**src/rtl/mem_stage_pkg.sv**
```systemverilog
// mem_stage_pkg: shared types and helpers for the load/store stage.
//   state_t           - FSM states IDLE / REQ / WAIT / DONE
//   F3_*              - funct3 access-size encodings
//   byte_en()         - byte enables for a memory access
//   is_misaligned()   - alignment check for an access size and address
package mem_stage_pkg;

  typedef enum logic [1:0] {
    IDLE = 2'd0,
    REQ  = 2'd1,
    WAIT = 2'd2,
    DONE = 2'd3
  } state_t;

  localparam logic [2:0] F3_B  = 3'b000;
  localparam logic [2:0] F3_H  = 3'b001;
  localparam logic [2:0] F3_W  = 3'b010;
  localparam logic [2:0] F3_BU = 3'b100;
  localparam logic [2:0] F3_HU = 3'b101;

  // Loads always fetch the whole word; lane selection happens on the way back.
  function automatic logic [3:0] byte_en(input logic       is_store,
                                         input logic [2:0] funct3,
                                         input logic [1:0] addr_lo);
    logic [3:0] be;
    be = 4'b1111;
    if (is_store) begin
      case (funct3)
        F3_B:    be = 4'b0001 << addr_lo;
        F3_H:    be = 4'b0011 << addr_lo;
        default: be = 4'b1111;
      endcase
    end
    return be;
  endfunction

  // Byte accesses never misalign; unknown load sizes are handled as words.
  function automatic logic is_misaligned(input logic       is_store,
                                         input logic [2:0] funct3,
                                         input logic [1:0] addr_lo);
    logic is_byte;
    logic is_half;
    is_byte = is_store ? (funct3 == F3_B) : (funct3 == F3_B || funct3 == F3_BU);
    is_half = is_store ? (funct3 == F3_H) : (funct3 == F3_H || funct3 == F3_HU);
    if (is_byte)      return 1'b0;
    else if (is_half) return addr_lo[0];
    else              return |addr_lo;
  endfunction

endpackage

```
**src/rtl/load_extend.sv**
```systemverilog
// load_extend: selects the addressed byte/halfword lane of a loaded word and
// sign- or zero-extends it to DATA_WIDTH.
//   i_rdata    - raw data word from memory
//   i_addr_lo  - address bits [1:0] of the access
//   i_funct3   - load size/sign encoding (unknown encodings act as LW)
//   o_data     - extended load result
module load_extend
  import mem_stage_pkg::*;
#(
  parameter int DATA_WIDTH = 32
) (
  input  logic [DATA_WIDTH-1:0] i_rdata,
  input  logic [1:0]            i_addr_lo,
  input  logic [2:0]            i_funct3,
  output logic [DATA_WIDTH-1:0] o_data
);

  logic [7:0]  w_byte;
  logic [15:0] w_half;

  assign w_byte = i_rdata[{i_addr_lo, 3'b000} +: 8];
  // Halfword loads reaching here are aligned, so addr[1] alone picks the lane.
  assign w_half = i_rdata[{i_addr_lo[1], 4'b0000} +: 16];

  always_comb begin
    case (i_funct3)
      F3_B:    o_data = {{(DATA_WIDTH-8){w_byte[7]}}, w_byte};
      F3_BU:   o_data = {{(DATA_WIDTH-8){1'b0}}, w_byte};
      F3_H:    o_data = {{(DATA_WIDTH-16){w_half[15]}}, w_half};
      F3_HU:   o_data = {{(DATA_WIDTH-16){1'b0}}, w_half};
      default: o_data = i_rdata;
    endcase
  end

endmodule

```
**src/rtl/mem_stage.sv**
```systemverilog
// mem_stage: pipelined load/store stage downstream of the ALU.
//   in_valid/in_ready    - upstream handshake; accepts only when idle
//   ALUout, store_data   - address (or pass-through result) and store data
//   mem_read/mem_write   - access type (both set is handled as a load)
//   funct3, rd, reg_write- access size/sign and destination register
//   out_valid/out_ready  - downstream handshake for the registered result
//   out_result, out_rd, out_reg_write, out_misaligned - writeback fields
//   dmem_*               - req/gnt/rvalid data-memory port
module mem_stage
  import mem_stage_pkg::*;
#(
  parameter int DATA_WIDTH     = 32,
  parameter int REG_ADDR_WIDTH = 5
) (
  input  logic                      clk,
  input  logic                      rst_n,
  input  logic                      in_valid,
  output logic                      in_ready,
  input  logic [DATA_WIDTH-1:0]     ALUout,
  input  logic [DATA_WIDTH-1:0]     store_data,
  input  logic                      mem_read,
  input  logic                      mem_write,
  input  logic [2:0]                funct3,
  input  logic [REG_ADDR_WIDTH-1:0] rd,
  input  logic                      reg_write,
  output logic                      out_valid,
  input  logic                      out_ready,
  output logic [DATA_WIDTH-1:0]     out_result,
  output logic [REG_ADDR_WIDTH-1:0] out_rd,
  output logic                      out_reg_write,
  output logic                      out_misaligned,
  output logic                      dmem_req,
  output logic                      dmem_we,
  output logic [DATA_WIDTH-1:0]     dmem_addr,
  output logic [3:0]                dmem_be,
  output logic [DATA_WIDTH-1:0]     dmem_wdata,
  input  logic                      dmem_gnt,
  input  logic                      dmem_rvalid,
  input  logic [DATA_WIDTH-1:0]     dmem_rdata
);

  state_t r_state;
  state_t w_next_state;

  logic                      r_is_load;
  logic [2:0]                r_funct3;
  logic [1:0]                r_addr_lo;
  logic [DATA_WIDTH-1:0]     r_result;
  logic [REG_ADDR_WIDTH-1:0] r_rd;
  logic                      r_reg_write;
  logic                      r_misaligned;
  logic                      r_dmem_we;
  logic [DATA_WIDTH-1:0]     r_dmem_addr;
  logic [3:0]                r_dmem_be;
  logic [DATA_WIDTH-1:0]     r_dmem_wdata;

  logic                      w_accept;
  logic                      w_is_mem;
  logic                      w_is_load;
  logic                      w_is_store;
  logic                      w_mis;
  logic [DATA_WIDTH-1:0]     w_wdata;
  logic [DATA_WIDTH-1:0]     w_load_ext;

  assign w_accept   = in_valid && (r_state == IDLE);
  assign w_is_mem   = mem_read || mem_write;
  // A load takes precedence when both controls are set.
  assign w_is_load  = mem_read;
  assign w_is_store = mem_write && !mem_read;
  assign w_mis      = w_is_mem && is_misaligned(w_is_store, funct3, ALUout[1:0]);

  // Store data replicated across every lane it could land in.
  always_comb begin
    // NOTE: every always_comb output gets a default first so no path leaves it unassigned and infers a latch.
    w_wdata = store_data;
    case (funct3)
      F3_B:    w_wdata = {4{store_data[7:0]}};
      F3_H:    w_wdata = {2{store_data[15:0]}};
      default: w_wdata = store_data;
    endcase
  end

  load_extend #(
    .DATA_WIDTH (DATA_WIDTH)
  ) u_load_extend (
    .i_rdata   (dmem_rdata),
    .i_addr_lo (r_addr_lo),
    .i_funct3  (r_funct3),
    .o_data    (w_load_ext)
  );

  // FSM: state register
  always_ff @(posedge clk or negedge rst_n) begin
    // NOTE: sequential state uses non-blocking (<=) so every flop samples pre-edge values regardless of statement order.
    if (!rst_n) r_state <= IDLE;
    else        r_state <= w_next_state;
  end

  // FSM: next-state logic
  always_comb begin
    w_next_state = r_state;
    case (r_state)
      IDLE: if (in_valid) w_next_state = (!w_is_mem || w_mis) ? DONE : REQ;
      REQ:  if (dmem_gnt) w_next_state = r_is_load ? WAIT : DONE;
      WAIT: if (dmem_rvalid) w_next_state = DONE;
      DONE: if (out_ready) w_next_state = IDLE;
      default: w_next_state = IDLE;
    endcase
  end

  // FSM: outputs
  always_comb begin
    in_ready  = (r_state == IDLE);
    dmem_req  = (r_state == REQ);
    out_valid = (r_state == DONE);
  end

  // Datapath: everything is latched on accept and held stable until the next
  // accept, which keeps the memory request fields steady while waiting for gnt.
  always_ff @(posedge clk or negedge rst_n) begin
    if (!rst_n) begin
      r_is_load    <= 1'b0;
      r_funct3     <= '0;
      r_addr_lo    <= '0;
      r_result     <= '0;
      r_rd         <= '0;
      r_reg_write  <= 1'b0;
      r_misaligned <= 1'b0;
      r_dmem_we    <= 1'b0;
      r_dmem_addr  <= '0;
      r_dmem_be    <= '0;
      r_dmem_wdata <= '0;
    end else if (w_accept) begin
      r_is_load    <= w_is_load;
      r_funct3     <= funct3;
      r_addr_lo    <= ALUout[1:0];
      r_result     <= ALUout;
      r_rd         <= rd;
      // Stores and faulting accesses never write back.
      r_reg_write  <= reg_write && !w_is_store && !w_mis;
      r_misaligned <= w_mis;
      r_dmem_we    <= w_is_store && !w_mis;
      r_dmem_addr  <= {ALUout[DATA_WIDTH-1:2], 2'b00};
      r_dmem_be    <= (w_is_mem && !w_mis) ? byte_en(w_is_store, funct3, ALUout[1:0]) : 4'b0000;
      r_dmem_wdata <= (w_is_store && !w_mis) ? w_wdata : '0;
    end else if (r_state == WAIT && dmem_rvalid) begin
      r_result     <= w_load_ext;
    end
  end

  assign out_result     = r_result;
  assign out_rd         = r_rd;
  assign out_reg_write  = r_reg_write;
  assign out_misaligned = r_misaligned;
  assign dmem_we        = r_dmem_we;
  assign dmem_addr      = r_dmem_addr;
  assign dmem_be        = r_dmem_be;
  assign dmem_wdata     = r_dmem_wdata;

endmodule

```
**config.mk**
```make
export PLATFORM = sky130hd
export DESIGN_NAME = mem_stage
export DESIGN_NICKNAME = d
export VERILOG_FILES = /design/src/rtl/mem_stage_pkg.sv /design/src/rtl/load_extend.sv /design/src/rtl/mem_stage.sv
export SDC_FILE = /design/constraint.sdc
export NUM_CORES = 1
export LEC_CHECK = 0
export BUFFER_PORTS_ARGS = -buffer_cell sky130_fd_sc_hd__buf_2
export CORE_MARGIN = 1
export CORE_UTILIZATION = 50
export CTS_BUF_LIST = sky130_fd_sc_hd__clkbuf_4 sky130_fd_sc_hd__clkbuf_8
export DETAILED_ROUTE_END_ITERATION = 12
export PLACE_DENSITY_LB_ADDON = 0.1
export SETUP_SLACK_MARGIN = 0.3
export SLEW_MARGIN = 20
export SYNTH_ARGS = -nofsm -noshare
export SYNTH_HDL_FRONTEND = slang
export SYNTH_SLANG_ARGS = --single-unit
```
**constraint.sdc**
```tcl
create_clock -name clk -period 2.41 [get_ports clk]
set_input_delay 0.241 -clock clk [delete_from_list [all_inputs] [get_ports clk]]
set_output_delay 0.241 -clock clk [all_outputs]
set_load 0.005 [all_outputs]
```
==> results.py <==
metrics = {
    "global_route": {
        "grt_antenna_before_repair": 0,
        "grt_pass1_vias": 5132,
        "overflow": 0,
        "globalRouteTotalUtil": 0.2937,
        "grt_max_degree": 56,
        "grt_first_pass_wirelength_um": 25540,
    },
    "clock_tree": {
        "cts.reportedPaths.clkPinSlew_ps": 70,
        "cts_htree_levels": 4,
        "root_buffer": "clkbuf_8",
        "clkLatencyLatePin_ps": 430,
        "cts_max_path_buffers": 2,
        "numClockSinks": 114,
        "cts_buffers": 17,
        "tritoncts": "yes",
    },
    "sta": {
        "fmaxAchievable_mhz": 504.0,
        "setup_tns_final_ps": 0,
        "finalSetupViolCount": 0,
        "grt_setup_unrepaired": "no",
        "drv_slew": 0,
        "final.period_utilization": 0.8233,
        "finClkSkew_ps": 8.182,
        "maxSlewHeadroom": 0.6000,
        "layout_setup_ws_ps": 425.8,
        "timing.final.hold_violations": 0,
        "tightestPinTransition_ps": 591.6,
        "timing.final.crit_period_ps": 1984,
    },
    "yosys": {
        "flops_latches_synth": 114,
        "async_flop_share": 1.000,
        "synth_top_area_cell": "dfrtp_1",
        "synth_ff_type": "dfrtp_1",
        "synthTopCellsByArea": "dfrtp_1 (53%), nand2_1 (11%), o21ai_0 (5.4%)",
        "synth.distinct_cells": 53,
        "synth.cell_area_sq_mm": 0.005429,
        "synth-seq-area-share": 0.5255,
        "postSynthAreaPerCell_sq_um": 9.328,
        "yosys_warnings": 0,
        "syn-instance-count": 582,
        "synth_enable_flop_cells": 0,
        "synth_top_area_share": 0.5255,
    },
    "setup_path": {
        "cp-end-kind": "register",
        "cp-start-kind": "register",
        "biggest_fanout_along_the_worst_timing_path": 16,
        "criticalPathCategory": "register to register",
        "worst_ep_required_time_ps": 2750,
        "arrival_ps": 2320,
    },
    "placement": {
        "routabilityCongestion": 0.9209,
        "place.detailed.hpwl_um": 11660,
        "dp_slack_ps": 292.3,
        "place.port_buffers": 221,
    },
    "hold_path": {
        "timing.hold.worst.class": "primary input to register",
    },
    "drt": {
        "num_vias": 5294,
        "detail_route.first_pass.iterations": 7,
        "route.detailed.vias_per_inst": 5.538,
        "drt_iter0_markers": 346,
        "drc": 0,
        "route.final.wire_length_um": 16030,
        "per_cell_routed_wire_length_um": 16.77,
        "drtAntennaViolNets": 0,
    },
    "pwr": {
        "power.ir.vdd_worst_mv": 0.4409,
        "powerDensity_mw_per_mm2": 1151,
        "power.leakage_uw": 0.003780,
    },
    "finish": {
        "most-common-layout-cells": "buf_2 (220), nand2_1 (159), dfrtp_1 (114)",
        "layout.cells.most_common": "buf_2",
        "antenna-diode-count": 0,
        "flow.area_growth_from_synthesis_pct": 32.13,
        "layout-drive-gt1-share": 0.3439,
        "fin_nets": 924,
    },
    "job": {
        "cap_viol_max_count": 0,
    },
    "floorplanning": {
        "initial_core_util": 0.5212,
        "core-area_sq_mm": 0.01042,
        "design.portCount": 224,
        "num_rows": 37,
        "die-height_um": 106.2,
        "dieWidth_um": 106.2,
        "die_area_sq_mm": 0.01128,
    },
    "run_status": {
        "run_status": "complete, no violations",
    },
}
[cell usage after synthesis (6+ instances only)]
cell / n
nand2_1: 160
nor2b_1: 7
a22oi_1: 24
o21ai_0: 59
a22o_1: 11
a21o_1: 6
inv_1: 8
a21oi_1: 27
clkbuf_1: 24
nor2_1: 29
buf_2: 7
dfrtp_1: 114
mux2i_1: 27
o22ai_1: 6
[critical path: stages, from the launching register on]
cell and delay (ps):
dfrtp_1 450, inv_1 100, ha_1 210, and2_2 280
nor2_1 400, o31ai_1 240, o21ai_0 210
[logic make-up after synthesis]
| kind of cell | Yosys count | share of synthesized area |
|---|---|---|
| AO/OA/AOI/OAI | 168 | 0.2010 |
| adder cells (fa/ha/maj) | 4 | 0.009219 |
| buffers and inverters | 49 | 0.03964 |
| flip-flops | 114 | 0.5255 |
| multiplexers | 31 | 0.06223 |
| other | 1 | 0.0006907 |
| AND/OR/NAND/NOR | 215 | 0.1618 |
[per-layer routing]
metal  share of wire  GRT usage  wire length, um  vias to the layer above
met2            0.49     0.4861             7921                      270
li1                -          -                -                     2482
met1            0.40     0.3627             6402                     2511
met3           0.081    0.07174             1295                       31
met5               0          0                0                        -
met4           0.026     0.1349              411                        0
[final cells by class]
cell class / count / area, sq um
timing repair buffer: 245 / 1321
multi-input combinational: 420 / 2394
fill: 882 / 3243
clock inverter: 12 / 132.6
tap: 136 / 170.2
clock buffer: 20 / 269.0
sequential: 114 / 2853
inverter: 9 / 33.78
[stage by stage]
| stage | instances | total power, uW | hold slack (ps) | utilization | area [sq um] |
|---|---|---|---|---|---|
| global route | 956 | 8851 | 18.60 | 0.6886 | 7173 |
| CTS | 956 | 8273 | 0.9162 | 0.6874 | 7161 |
| global placement | 916 | 6302 | 199.5 | 0.6407 | 6674 |
| floorplan | 583 | 5017 | -54.59 | - | 5433 |
| detailed placement | 916 | 6439 | 200.1 | 0.6407 | 6674 |
| finish | 956 | 8256 | 19.91 | 0.6886 | 7173 |
[flip-flops by register name, summed over array words and instances, names as in the netlist]
| register | count |
|---|---|
| out_misaligned | 1 |
| r_addr_lo | 2 |
| out_rd | 5 |
| out_result | 32 |
| r_state | 2 |
| r_funct3 | 3 |
| out_reg_write | 1 |
| dmem_wdata | 32 |
| dmem_be | 4 |
| r_is_load | 1 |
| dmem_we | 1 |
| dmem_addr | 30 |
[path summary, 6_finish.rpt]
path,from,endpoint,slack [ps],cells after the start
max in group asynchronous,rst_n,out_rd[0],1350,3
hold reg to reg,dmem_addr[10],dmem_addr[10],470,1
setup reg to reg,r_state[0],out_result[12],430,6
hold / removal,ALUout[12],dmem_addr[12],20,3
min in group asynchronous,rst_n,dmem_addr[28],290,2
setup / recovery,r_state[0],out_result[12],430,6
[where the power goes]
group | leakage, uW | total, uW | internal, uW | switching, uW
clock network | 0.000199 | 1800 | 986 | 810
registers | 0.00145 | 3130 | 2680 | 450
logic | 0.00213 | 3330 | 1480 | 1860
[what timing repair did]
item,4_1_cts,5_1_grt
pin swaps,0,0
setup endpoints to repair,2,28
hold buffers,8,0
buffers inserted,0,0
hold endpoints to repair,36,0
resized for setup,1,2
gates cloned,0,0
(Power assumes the default switching activity.)
